<file path="src/rtl/uart_transmitter_cfg.sv">
// uart_transmitter_cfg: configurable UART transmitter.
// Sends start bit, DATA_WIDTH data bits LSB first, an optional even/odd
// parity bit and one or two stop bits. The divider, parity mode and stop
// count are captured when a frame is accepted, so the configuration inputs
// may change at any time without disturbing a frame in flight.
module uart_transmitter_cfg #(
   parameter int DATA_WIDTH = 8,
   parameter int DIV_WIDTH  = 16
) (
   input  logic                  clk_main,
   input  logic                  rst_n_main,
   input  logic [DATA_WIDTH-1:0] tx_data,
   input  logic                  tx_valid,
   output logic                  tx_ready,
   input  logic [DIV_WIDTH-1:0]  baud_div,
   input  logic [1:0]            parity_mode,
   input  logic                  stop2,
   input  logic                  tx_break,
   output logic                  transmitter_tx,
   output logic                  tx_busy,
   output logic                  frame_done
);

   localparam int IDX_W = $clog2(DATA_WIDTH);

   typedef enum logic [2:0] {
      IDLE   = 3'd0,
      START  = 3'd1,
      DATA   = 3'd2,
      PARITY = 3'd3,
      STOP   = 3'd4
   } state_t;

   // Current state and frame context
   state_t                state_q, state_n;
   logic [DIV_WIDTH-1:0]  cnt_q, cnt_n;        // position inside the current bit
   logic [IDX_W-1:0]      idx_q, idx_n;        // data bit being sent
   logic                  stop_idx_q, stop_idx_n;
   logic [DATA_WIDTH-1:0] shift_q, shift_n;    // remaining data, LSB on the line
   logic                  par_q, par_n;        // parity bit for this frame
   logic                  par_en_q, par_en_n;
   logic                  stop2_q, stop2_n;
   logic [DIV_WIDTH-1:0]  div_q, div_n;

   // Registered outputs and their next values
   logic tx_q, tx_n;
   logic ready_q, ready_n;
   logic done_q, done_n;

   logic accept;
   logic tc;
   logic last_stop;

   assign accept    = tx_valid && ready_q;
   assign tc        = (cnt_q == div_q);
   assign last_stop = (stop_idx_q == stop2_q);

   // State register: all sequential state, cleared asynchronously
   // NOTE: non-blocking assignments here so every register samples the
   // pre-edge values computed by the combinational processes below.
   always_ff @(posedge clk_main or negedge rst_n_main) begin
      if (!rst_n_main) begin
         state_q    <= IDLE;
         cnt_q      <= '0;
         idx_q      <= '0;
         stop_idx_q <= 1'b0;
         shift_q    <= '0;
         par_q      <= 1'b0;
         par_en_q   <= 1'b0;
         stop2_q    <= 1'b0;
         div_q      <= '0;
         tx_q       <= 1'b1;
         ready_q    <= 1'b0;
         done_q     <= 1'b0;
      end else begin
         state_q    <= state_n;
         cnt_q      <= cnt_n;
         idx_q      <= idx_n;
         stop_idx_q <= stop_idx_n;
         shift_q    <= shift_n;
         par_q      <= par_n;
         par_en_q   <= par_en_n;
         stop2_q    <= stop2_n;
         div_q      <= div_n;
         tx_q       <= tx_n;
         ready_q    <= ready_n;
         done_q     <= done_n;
      end
   end

   // Next-state logic: bit timing, sequencing and frame capture
   always_comb begin
      // NOTE: every signal gets a default first so no path leaves it
      // unassigned, which would otherwise infer a latch.
      state_n    = state_q;
      cnt_n      = cnt_q;
      idx_n      = idx_q;
      stop_idx_n = stop_idx_q;
      shift_n    = shift_q;
      par_n      = par_q;
      par_en_n   = par_en_q;
      stop2_n    = stop2_q;
      div_n      = div_q;

      case (state_q)
         IDLE: ;
         START: begin
            if (tc) begin
               state_n = DATA;
               cnt_n   = '0;
               idx_n   = '0;
            end else begin
               cnt_n = cnt_q + 1'b1;
            end
         end
         DATA: begin
            if (tc) begin
               cnt_n   = '0;
               shift_n = shift_q >> 1;
               if (idx_q == IDX_W'(DATA_WIDTH - 1)) begin
                  state_n    = par_en_q ? PARITY : STOP;
                  stop_idx_n = 1'b0;
               end else begin
                  idx_n = idx_q + 1'b1;
               end
            end else begin
               cnt_n = cnt_q + 1'b1;
            end
         end
         PARITY: begin
            if (tc) begin
               state_n    = STOP;
               cnt_n      = '0;
               stop_idx_n = 1'b0;
            end else begin
               cnt_n = cnt_q + 1'b1;
            end
         end
         STOP: begin
            if (tc) begin
               cnt_n = '0;
               if (last_stop) begin
                  state_n = IDLE;
               end else begin
                  stop_idx_n = 1'b1;
               end
            end else begin
               cnt_n = cnt_q + 1'b1;
            end
         end
         default: state_n = IDLE;
      endcase

      // Acceptance is only possible when ready is high: in IDLE or in the
      // final cycle of the last stop bit, so it overrides the moves above.
      if (accept) begin
         state_n    = START;
         cnt_n      = '0;
         idx_n      = '0;
         stop_idx_n = 1'b0;
         shift_n    = tx_data;
         par_en_n   = (parity_mode == 2'b01) || (parity_mode == 2'b10);
         par_n      = (parity_mode == 2'b10) ? ~(^tx_data) : (^tx_data);
         stop2_n    = stop2;
         div_n      = baud_div;
      end
   end

   // Output logic: registered line level, ready and completion pulse
   always_comb begin
      tx_n    = 1'b1;
      ready_n = 1'b0;
      case (state_n)
         IDLE: begin
            tx_n    = ~tx_break;
            ready_n = ~tx_break;
         end
         START:  tx_n = 1'b0;
         DATA:   tx_n = shift_n[0];
         PARITY: tx_n = par_n;
         STOP: begin
            tx_n    = 1'b1;
            // Ready during the final cycle of the last stop bit allows the
            // next frame to start without an idle gap.
            ready_n = (cnt_n == div_n) && (stop_idx_n == stop2_n);
         end
         default: tx_n = 1'b1;
      endcase
      done_n = (state_q == STOP) && tc && last_stop;
   end

   assign transmitter_tx = tx_q;
   assign tx_ready       = ready_q;
   assign frame_done     = done_q;
   assign tx_busy        = (state_q != IDLE);

endmodule
</file>
<file path="config.mk">
export PLATFORM = sky130hd
export DESIGN_NAME = uart_transmitter_cfg
export DESIGN_NICKNAME = d
export VERILOG_FILES = /design/src/rtl/uart_transmitter_cfg.sv
export SDC_FILE = /design/constraint.sdc
export NUM_CORES = 1
export LEC_CHECK = 0
export CAP_MARGIN = 30
export CORE_UTILIZATION = 45
export DETAILED_ROUTE_END_ITERATION = 8
export PLACE_DENSITY = 0.68
export SYNTH_ARGS = -nofsm -noshare
export SYNTH_HDL_FRONTEND = slang
export SYNTH_SLANG_ARGS = --single-unit
</file>
<file path="constraint.sdc">
create_clock -name clk_main -period 2.93 [get_ports clk_main]
set_input_delay 0.586 -clock clk_main [delete_from_list [all_inputs] [get_ports clk_main]]
set_output_delay 0.586 -clock clk_main [all_outputs]
set_load 0.01 [all_outputs]
</file>
==> results.md <==
- VDD IR-drop max: 0.311 mV
- Post-route DRC: 0
- NumNets Final: 440
- Fin Clk Skew: roughly 0.010 ns
- WL met3: approximately 270 um
- Synth warn: 0
- Slew headroom: 69.0%
- Critical setup path kind: flop to flop
- Reg2reg end: tx_ready
- Worst min-delay path class: input port to asynchronous set/reset pin
- Starting Density: a little under half
- Worst Max-Slew Pin Slew: roughly 0.46 ns
- Total power: roughly 2.8 mW
- Initial DRC Count: roughly 170
- Synth cell types: 60
- Post-synthesis net count: 389
- Ys flop type: dfrtp_1
- CTS tree: built
- Post-DP Area: about 3800 sq um
- Count of final hold-check violations: 0
- Clock Tree Buf Depth: 2
- Crit Path Max Fanout: 6
- Antenna violations before repair: 0
- Syn Std Cell Area: 3260 sq um
- Tot GR Track Use: between 20 and 25%
- Post-Synth Simple-Gate Area: approximately a quarter
- CTS Buf Count: 5
- Adder-Cell Fraction of Synth Area: 1.92%
- Row cnt: 30
- Yosys top cell by area: dfrtp_1
- # diodes: 0
- Clk root buf: clkbuf_8
- Largest net degree at the start of global routing: 24
- Max layer used: met4
- First-pass DRT Iterations: 4
- Area grow syn2layout: 21.9%
- Via density: between 5 and 6
- I/O Buffers: 34
- Routed via count: 2,726
- Post-synth EDFFs: 0
- DP HPWL: approximately 5.8 mm
- Sequential share of the synthesized area: 40.7%
- Final setup TNS: 0 ns
- Clock tree sinks: between 50 and 60
- Pwr dens: slightly below 700 nW/um^2
- Leakage: between 1.5 and 2 nW
- Core area: around 7000 sq um
- R2r setup slk: between 0.08 and 0.09 ns
- Status: completed
- Min Clock Period, post-route: roughly 2.8 ns
- WP data arrival: 3.09 ns
- Die height: around 87 um
- Die ar.: 7580 sq um
- WHS: 0.206 ns
- R2R depth: 10
- Placer congestion estimate: 0.895
- Crit path launch type: flop
- Final core utilization: between 50% and 60%
- Fin area: ~4000 sq um
- Clock-pin transition on the worst setup and hold timing paths: roughly 0.10 ns
- Routed wl met2: ~3.6 mm
- Cts-stage hold buffer count: 0
- Reg-to-Reg Start: cnt_q[0]
- #FFs+latches synth: 53
- Final wirelength: 7.71 mm
- Compound-cell area share of the yosys netlist: between 10 and 15%
- Async S/R FF share, synth: between 90% and 100%
- Data required time of the worst path: ~3.2 ns
- IO Pins: 35
- Tcrit/Tclk final: 97.0%
- Synth area leaders: dfrtp_1 40%, nand2_1 7.8%, xor2_1 6.7%, xnor2_1 4.3%, mux2i_1 4.0%
- Critical Path Sink Type: flop
- Die width: ~87 um
- Mux cell area share after synthesis: under 10%
- First-pass GRT wire length: 12.6 mm
- Post-DRT Antenna Nets: 0
- Yosys top cell area share: around two fifths
- Ratio of cells with drive above 1 in the final layout: approximately 14%
- Final setup violation count: 0
- Main combinational cell family by area after synthesis: simple AND/OR/NAND/NOR gates
- Max frequency: around 350 MHz
- Total grt overflow: 0
- Gate Count Post-Synth: around 350
- Routed length on met1: approximately 3.8 mm
- Vias in the first global route: 2,571
- Number of max-cap violations: 0
- Worst-Skew Late Latency: between 0.3 and 0.4 ns
- Fin. max-slew vios: 0
- Xor and xnor area share after synthesis: a little under an eighth
- WL/cell: 15.4 um
- Syn_area_per_cell: a little over 9 sq um
- H-tree depth: 2
## synth_stat cells, types with 7 or more instances
master,instances
nand3_1,10
xnor2_1,16
dfrtp_1,52
nor3_1,9
inv_1,9
clkbuf_1,7
xor2_1,25
nor2_1,25
a21oi_1,9
mux2i_1,13
nand2_1,68
o21ai_0,18
## through the flow
step / setup slack, ns / instances
after floorplan: 0.200 / 353
after global placement: -0.0410 / 492
after detailed placement: -0.0909 / 492
after CTS: 0.0735 / 500
after global routing: -0.0120 / 501
final: 0.0891 / 501
## per-layer routing
metal | vias up | track usage [%]
met5 | - | 0
li1 | 1354 | -
met3 | 7 | 3.60
met2 | 58 | 34.4
met4 | 0 | 6.11
met1 | 1307 | 30.4
## logic make-up (layout without fill, tap and decap cells)
logic type / Yosys count / count (layout)
adders and majority gates: 5 / 5
and+or+nand+nor: 151 / 151
DFF: 53 / 53
AOI/OAI and AO/OA: 63 / 63
buffers and inverters: 26 / 78
muxes: 13 / 13
xor gates and xnor gates: 42 / 42
## worst max-delay path, stage by stage (launching register included)
cell      delay (ns)
dfrtp_1         0.40
ha_2            0.21
and3_2          0.19
nand4_1         0.15
buf_4           0.21
or3_1           0.37
and2_4          0.18
a221oi_2        0.25
nand4_1         0.12
or4_1           0.54
o21ai_1         0.15
## layout by cell type (no fill, tap or decap), drive strengths merged, types with 9 or more instances in the layout
cell and n:
nand3 10, buf 26, dfrtp 52, nor3 10
xnor2 16, clkdlybuf4s50 33, inv 11, xor2 25
a21oi 9, nor2 25, o21ai 22, mux2i 13
nand2 69
## final cells by class
| cell class | instances | area [sq um] |
|---|---|---|
| Multi-Input combinational cell | 274 | 1820 |
| Clock inverter | 3 | 65.1 |
| Fill cell | 637 | 2940 |
| Clock buffer | 5 | 68.8 |
| Tap cell | 96 | 120 |
| Sequential cell | 53 | 1330 |
| Inverter | 11 | 43.8 |
| Timing Repair Buffer | 59 | 523 |
## registers in the layout (all words and copies together) (netlist names), 3 cells and up
signal   count
state_q      3
cnt_q       16
shift_q      8
div_q       16
idx_q        3
## report_power, final
part           leakage [nW]  internal [mW]  switching, mW  total (mW)
Combinational         0.991          0.490          0.551        1.04
Sequential            0.661          0.936          0.201        1.14
Clock                0.0681          0.339          0.248       0.587
Total                  1.72           1.77          0.999        2.76
## what timing repair did
action	in CTS	in global routing
setup endpoints to repair	0	1
gates resized for setup	0	6
setup buffers	0	1
## how the worst max path moves through the flow
stage | startpoint | to | depth (start not counted)
final | cnt_q[0] | tx_ready | 10
after global routing | cnt_q[0] | tx_ready | 10
after CTS | cnt_q[9] | tx_ready | 8
after detailed placement | tx_valid | tx_ready | 10
after global placement | tx_valid | tx_ready | 10
after floorplan | cnt_q[0] | tx_ready | 9
No activity file was read; power rests on OpenSTA's default activity.
